--- src/rtl/clock_divider_mc.sv ---
// Multi-channel programmable clock/strobe generator with glitch-free reprogramming.
// Each channel divides clk_in by a shadowed divisor/high-time pair applied only at period boundaries.
module clock_divider_mc #(
  parameter int CH    = 4,
  parameter int WIDTH = 16
) (
  input  logic                clk_in,
  input  logic                rst,
  input  logic [CH-1:0]       en,
  input  logic [CH-1:0]       load,
  input  logic [CH*WIDTH-1:0] div_in,
  input  logic [CH*WIDTH-1:0] high_in,
  output logic [CH-1:0]       clk_out,
  output logic [CH-1:0]       tick,
  output logic [CH-1:0]       pending
);

  for (genvar i = 0; i < CH; i++) begin : g_ch
    logic [WIDTH-1:0] r_div_act, r_high_act, r_div_sh, r_high_sh, r_cnt;
    logic             r_pend, r_run, r_clk, r_tick;
    logic [WIDTH-1:0] w_div_in, w_high_in;
    logic [WIDTH-1:0] w_div_nx, w_high_nx, w_cnt_nx;
    logic             w_short, w_last, w_apply;

    assign w_div_in  = div_in[i*WIDTH +: WIDTH];
    assign w_high_in = high_in[i*WIDTH +: WIDTH];

    always_comb begin
      w_short   = (r_div_act < WIDTH'(2));
      w_last    = r_run && !w_short && (r_cnt == r_div_act - WIDTH'(1));
      w_apply   = !r_run || w_short || w_last;
      w_div_nx  = r_div_act;
      w_high_nx = r_high_act;
      if (w_apply && load[i]) begin
        w_div_nx  = w_div_in;
        w_high_nx = w_high_in;
      end else if (w_apply && r_pend) begin
        w_div_nx  = r_div_sh;
        w_high_nx = r_high_sh;
      end
      // Any boundary (idle, strobe cycle, last count) or a strobe-mode divisor restarts at 0.
      if (w_apply || (w_div_nx < WIDTH'(2))) begin
        w_cnt_nx = '0;
      end else begin
        w_cnt_nx = r_cnt + WIDTH'(1);
      end
    end

    always_ff @(posedge clk_in) begin
      if (rst) begin
        r_div_act  <= '0;
        r_high_act <= '0;
        r_div_sh   <= '0;
        r_high_sh  <= '0;
        r_cnt      <= '0;
        r_pend     <= 1'b0;
        r_run      <= 1'b0;
        r_clk      <= 1'b0;
        r_tick     <= 1'b0;
      end else begin
        if (load[i] && !w_apply) begin
          r_div_sh  <= w_div_in;
          r_high_sh <= w_high_in;
          r_pend    <= 1'b1;
        end else if (w_apply) begin
          r_pend    <= 1'b0;
        end
        r_div_act  <= w_div_nx;
        r_high_act <= w_high_nx;
        if (!en[i]) begin
          r_run  <= 1'b0;
          r_cnt  <= '0;
          r_clk  <= 1'b0;
          r_tick <= 1'b0;
        end else begin
          // Outputs are registered from next-state values so they line up with the new count.
          r_run  <= 1'b1;
          r_cnt  <= w_cnt_nx;
          r_tick <= (w_cnt_nx == '0);
          r_clk  <= (w_cnt_nx < w_high_nx);
        end
      end
    end

    assign clk_out[i] = r_clk;
    assign tick[i]    = r_tick;
    assign pending[i] = r_pend;
  end

endmodule
--- config.mk ---
export PLATFORM = sky130hd
export DESIGN_NAME = clock_divider_mc
export DESIGN_NICKNAME = d
export VERILOG_FILES = /design/src/rtl/clock_divider_mc.sv
export SDC_FILE = /design/constraint.sdc
export NUM_CORES = 1
export LEC_CHECK = 0
export BUFFER_PORTS_ARGS = -buffer_cell sky130_fd_sc_hd__buf_2
export CAP_MARGIN = 20
export CORE_ASPECT_RATIO = 0.7
export CORE_MARGIN = 8
export CORE_UTILIZATION = 60
export DETAILED_ROUTE_END_ITERATION = 6
export GPL_TIMING_DRIVEN = 0
export PLACE_DENSITY = 0.8
export SLEW_MARGIN = 20
export SYNTH_ARGS = -nofsm -noshare
export SYNTH_HDL_FRONTEND = slang
export SYNTH_SLANG_ARGS = --single-unit
export TNS_END_PERCENT = 5
--- constraint.sdc ---
create_clock -name clk_in -period 7.2 [get_ports clk_in]
set_clock_uncertainty 0.1 [all_clocks]
set_input_delay 1.08 -clock clk_in [delete_from_list [all_inputs] [get_ports clk_in]]
set_output_delay 1.08 -clock clk_in [all_outputs]
set_load 0.05 [all_outputs]
==> out/results.tsv, run 1 <==
metric	value	unit
cts_root_buf	clkbuf_16	
synth_area	0.0189	mm^2
relSlewSlack	32.3	%
gr-total-overflow	0	
clock_path_buffers	3	
cp-end-kind	register	
synth_async_sr_flop_share	0	%
grt_usage	28.6	%
routedWlPerCell	19.7	um
period_share	79.5	%
place.gp.congestion	0.942	
ff2ff_path_depth	20	
worst_slack	1.48	ns
worst_setup_path_start_kind	register	
cts_buffers	35	
cts.sinks	336	
ys_types	79	
setup_viol	0	
cts_max_level	2	
layout_min_cycle_time	5.72	ns
first_pass_iters	5	
ys_ff_latch	336	
final_nets	2610	
hold_end	g_ch[2].r_div_sh[0]	
cp_data_arrival_time	6.04	ns
status	finished, final reports clean	
fp.dieH	165	um
synth.most_common_cell	nor2_1	
synth_top_area_share	35.5	%
syn_area_per_cell	8.54	um^2
holdBufCountCts	0	
grt_max_degree	15	
die_w	228	um
io_pins	150	
post-place-ws	1.58	ns
antenna_found_initial	10	
coreArea	0.0311	mm^2
area_growth	13.0	%
hold_ws	0.393	ns
ant_nets	0	
synth_top_cell_by_area	dfxtp_1	
ys.flop_type	dfxtp_1	
cts_setup_buffers	0	
hpwl	41.9	mm
hold_path_startpoint	g_ch[2].r_div_sh[0]	
tns	0	ns
tightest_slew	1.00	ns
syn-instance-count	2219	
hold_viol_final	0	
rr_endpoint	g_ch[0].r_clk	
hold_class	reg2reg	
drive_gt1_share	15.3	%
drc	0	
cellPowerDensity	219	mW/mm^2
power.leakage	8.96	nW
routed_wl	56.3	mm
io_buffers	148	
initial_core_util	60.8	%
cts_tree	done	
fmax	0.175	GHz
finalMaxSlewViolations	0	
hold_depth	2	
syn-num-nets	2425	
rows	54	
clkLatencyLatePin	0.53	ns
ctsResizeCount	0	
grt_pass1_vias	17275	
synth_area_leaders	dfxtp_1, mux2i_1, nor2_1	
ys_top_cells_by_count	nor2_1, dfxtp_1, mux2i_1	
synth_enable_flop_cells	0	
grt_setup_unrepaired	no	
ff2ff_setup_slack	1.48	ns
worstPathRequired	7.51	ns
worstReg2RegStart	g_ch[0].r_div_act[2]	
critical_path_class	reg2reg	
clkTransAtPathRegs	0.06	ns
grt_first_pass_wirelength	89.7	mm
vias_per_cell	6.30	
vdd_drop_max	0.163	mV
synth_warnings	0	
via_count	18015	
dieArea	0.0376	mm^2
drt_first_iter_violations	1875	
cap_violations	0	
crit_fanout	10	
nFillCells	2540	
ys_seq_area_share	35.5	%
-- layout make-up --
cell class,instances,area (um^2),area share (%)
Buffer,177,848,3.96
Antenna cell,10,25.0,0.117
Clock inverter,9,104,0.485
Inverter,61,229,1.07
Tap cell,420,526,2.45
Clock buffer,54,1070,5.00
Sequential cell,336,6730,31.4
Multi-Input combinational cell,1645,11100,52.0
Timing Repair Buffer,148,741,3.46
-- sequential cells by signal, indices dropped and copies added (netlist names) --
register         count
g_ch.r_div_sh       64
g_ch.r_tick          4
g_ch.r_pend          4
g_ch.r_high_sh      64
g_ch.r_run           4
g_ch.r_div_act      64
g_ch.r_high_act     64
g_ch.r_cnt          64
g_ch.r_clk           4
-- cells by family (layout without fill, tap and decap cells) --
logic type      after synthesis  after routing  synth area share [%]
mux                         149            149                  7.87
xor+xnor                    138            138                  6.38
simple gates                802            802                  20.2
other cells                   0             10                     0
fa+ha+maj                    70             70                  4.60
flops                       336            336                  35.5
compound gates              486            486                  19.7
buf+inv                     238            449                  5.69
-- metrics by stage --
stage,std cells,util [%],instance area (um^2),total power [mW]
finish,2860,68.8,21400,4.70
global route,2858,68.7,21400,4.88
CTS,2850,68.7,21400,4.69
detailed placement,2787,64.9,20200,2.83
global placement,2787,64.9,20200,2.80
floorplan,2219,-,18900,2.60
-- cell usage in the layout (no fill, tap or decap), types with 34 or more instances in the layout --
cell and n:
nand4_1 34, xnor2_1 72, a211oi_1 37, mux2i_1 149, nor3_1 67, nand2_1 117
ha_1 68, clkbuf_1 112, nand3_1 71, o22ai_1 48, nor2_1 352, a21oi_1 66
clkbuf_16 37, dfxtp_1 336, nor3b_1 35, xor2_1 66, buf_2 189, inv_1 59
o221a_2 61, a21o_1 60
-- routing by layer --
| metal | track usage [%] | wire (um) |
|---|---|---|
| met2 | 44.7 | 24800 |
| met3 | 5.54 | 4520 |
| met1 | 39.1 | 25300 |
| met5 | 0 | 26 |
| met4 | 10.6 | 1660 |
-- where the power goes --
part / switching (mW) / internal (mW)
registers: 0.0748 / 1.95
clock network: 0.776 / 1.10
logic: 0.471 / 0.325
-- worst max-delay path by stage --
stage                         start       endpoint  slack [ns]  cells past startpoint
2_1_floorplan  g_ch[1].r_div_act[2]  g_ch[1].r_clk        2.34                     20
3_3_place_gp   g_ch[1].r_div_act[2]  g_ch[1].r_clk        1.60                     20
3_5_place_dp   g_ch[1].r_div_act[2]  g_ch[1].r_clk        1.58                     20
4_1_cts        g_ch[1].r_div_act[2]  g_ch[1].r_clk        1.58                     20
5_1_grt        g_ch[1].r_div_act[2]  g_ch[1].r_clk        1.13                     20
6_report       g_ch[0].r_div_act[2]  g_ch[0].r_clk        1.48                     20
-- worst max-delay path: stages (launching register included) --
cell and delay [ns]:
dfxtp_1 0.30, clkbuf_1 0.19, nor4_1 0.41, buf_2 0.32, nand4b_1 0.14, xnor2_1 0.18
a2111oi_0 0.51, o2111ai_1 0.30, o21ai_1 0.25, buf_2 0.26, buf_1 0.43, o221ai_1 0.22
ha_1 0.36, a21o_1 0.18, a21o_1 0.16, a21o_1 0.16, a21o_1 0.17, a211o_1 0.30
a21o_1 0.17, or3_1 0.35, o211ai_1 0.15
(Power assumes the default switching activity.)
==> inputs of run 2 (changes only) <==
Settings changed: ABC_AREA set to 1.
Clock period 7.2 ns to 5.89 ns, I/O delays scaled along.
==> out/results.tsv, run 2 <==
metric	value	unit
routed_wl	54.7	mm
dieArea	0.0353	mm^2
critical_path_class	reg2reg	
cellPowerDensity	288	mW/mm^2
synth.most_common_cell	nand2_1	
synth_top_area_share	38.1	%
synth_area	0.0177	mm^2
synth_async_sr_flop_share	0	%
fmax	0.247	GHz
final_common_cell	nand2_1	
cp_data_arrival_time	4.39	ns
rr_endpoint	g_ch[3].r_clk	
worstReg2RegStart	g_ch[3].r_div_act[0]	
crit_fanout	10	
cts.sinks	336	
grt_usage	29.7	%
die_w	221	um
tns	0	ns
tightest_slew	0.809	ns
initial_core_util	61.0	%
setup_viol	0	
ys_top_cells_by_count	nand2_1, nor2_1, dfxtp_1	
clock_path_buffers	3	
place.gp.congestion	0.970	
io_buffers	147	
synth_enable_flop_cells	0	
worst_setup_path_start_kind	register	
synth_top_family_by_area	simple AND/OR/NAND/NOR gates	
hold_viol_final	0	
drc	0	
hold_depth	2	
ctsResizeCount	0	
synth_compound_area_share	17.8	%
antenna_found_initial	10	
clkLatencyLatePin	0.53	ns
area_growth	13.9	%
cts_setup_buffers	0	
synthAdderAreaFrac	4.82	%
synth-simple-area-share	25.3	%
clkTransAtPathRegs	0.06	ns
grt_pass1_vias	17081	
cts_root_buf	clkbuf_16	
cap_violations	0	
via_count	18173	
final_util	69.5	%
synth_xor_area_share	3.57	%
hold_class	reg2reg	
worstPathRequired	6.23	ns
synth_area_leaders	dfxtp_1, nand2_1, o21ai_0	
ff2ff_path_depth	22	
syn-instance-count	2565	
ff2ff_setup_slack	1.84	ns
ys_seq_area_share	38.1	%
cts_tree	done	
routedWlPerCell	17.3	um
cp-end-kind	register	
grt_setup_unrepaired	no	
period_share	68.8	%
synth.area.mux_share	0	%
total_power	5.80	mW
power.leakage	8.87	nW
syn_area_per_cell	6.89	um^2
layout_min_cycle_time	4.05	ns
first_pass_iters	6	
hold_end	g_ch[3].r_div_sh[5]	
vias_per_cell	5.75	
io_pins	150	
hpwl	41.2	mm
ys_types	35	
status	finished, final reports clean	
nFillCells	2449	
synth_top_cell_by_area	dfxtp_1	
ys.flop_type	dfxtp_1	
ys_ff_latch	336	
hold_path_startpoint	g_ch[3].r_div_sh[5]	
finalMaxSlewViolations	0	
holdBufCountCts	0	
coreArea	0.0290	mm^2
relSlewSlack	46.1	%
fp.dieH	160	um
grt_max_degree	15	
vdd_drop_max	0.184	mV
drive_gt1_share	9.81	%
drt_first_iter_violations	2086	
synth_warnings	0	
cts_buffers	34	
syn-num-nets	2771	
rows	52	
grt_first_pass_wirelength	87.3	mm
ant_nets	0	
layout_common_cells	nand2_1, nor2_1, dfxtp_1	
final_nets	2954	
cts_max_level	2	
gr-total-overflow	0	
[run 2: cell count changes after synthesis, sizes merged, moves of 48 or more]
cell	delta
a21o	-60
a21oi	+138
inv	+278
mux2i	-149
nand2	+319
nand3	+50
o211ai	+79
o21ai	+236
o221a	-61
o22ai	-48
[run 2: cell type report]
class / instances / area, um^2 / share of cell area [%]
sequential: 336 / 6730 / 33.4
inverter: 337 / 1260 / 6.29
tap: 378 / 473 / 2.35
multi-input combinational: 1766 / 9090 / 45.2
clock inverter: 11 / 185 / 0.920
buffer: 126 / 583 / 2.90
antenna: 8 / 20.0 / 0.0995
timing repair buffer: 147 / 736 / 3.66
clock buffer: 51 / 1050 / 5.21
[run 2: metal layers]
layer  vias to the layer above  track usage, %  share of wire (%)
li1                       8756               -                  -
met1                      8434            41.7                 44
met2                       873            45.3                 43
met3                       106            5.36                9.9
met4                         4            10.6                2.9
met5                         -               0              0.031
[run 2: kinds of logic (layout without fill, tap and decap cells)]
group           Yosys count  count (layout)
buf+inv                 463             672
compound gates          573             573
flops                   336             336
other cells               0               8
simple gates           1053            1053
xor+xnor                 72              72
fa+ha+maj                68              68
[run 2: power breakdown]
| part | switching [mW] | internal (mW) |
|---|---|---|
| Clock | 0.941 | 1.45 |
| Combinational | 0.604 | 0.318 |
| Sequential | 0.0836 | 2.40 |
| Total | 1.63 | 4.17 |
[run 2: worst max-delay path, cell delays in order, from the launching register on]
cell and delay [ns]:
dfxtp_1 0.35, inv_1 0.16, ha_1 0.26, nand2_1 0.15, nor2_1 0.17, nand2_1 0.07
nand2_1 0.05, nand2_1 0.04, nor2_1 0.10, nand2_1 0.06, nor2_1 0.12, nand3_1 0.09
nand2_1 0.17, nand2_1 0.25, clkbuf_1 0.34, o211ai_1 0.23, o21ai_0 0.21, ha_1 0.38
a21oi_1 0.14, nor2_1 0.06, a211oi_1 0.19, nand2_1 0.11, a21oi_1 0.16
[run 2: worst max path at each step]
| stage | start | endpoint | slack (ns) | cells after the start |
|---|---|---|---|---|
| 2_1_floorplan | g_ch[0].r_div_act[0] | g_ch[0].r_clk | 2.77 | 20 |
| 3_3_place_gp | g_ch[0].r_div_act[0] | g_ch[0].r_clk | 2.09 | 23 |
| 3_5_place_dp | g_ch[3].r_div_act[0] | g_ch[3].r_clk | 1.98 | 22 |
| 4_1_cts | g_ch[3].r_div_act[0] | g_ch[3].r_clk | 1.90 | 22 |
| 5_1_grt | g_ch[0].r_div_act[0] | g_ch[0].r_clk | 1.56 | 23 |
| 6_report | g_ch[3].r_div_act[0] | g_ch[3].r_clk | 1.84 | 22 |
[run 2: stage by stage]
stage	instance area, um^2	hold WS [ns]	setup WS, ns	std cells
after detailed placement	18900	0.341	1.98	3090
after global placement	18900	0.332	2.09	3090
after floorplan	17700	0.325	2.77	2565
after CTS	20100	0.349	1.90	3152
after global routing	20100	0.359	1.56	3160
final	20100	0.346	1.84	3160
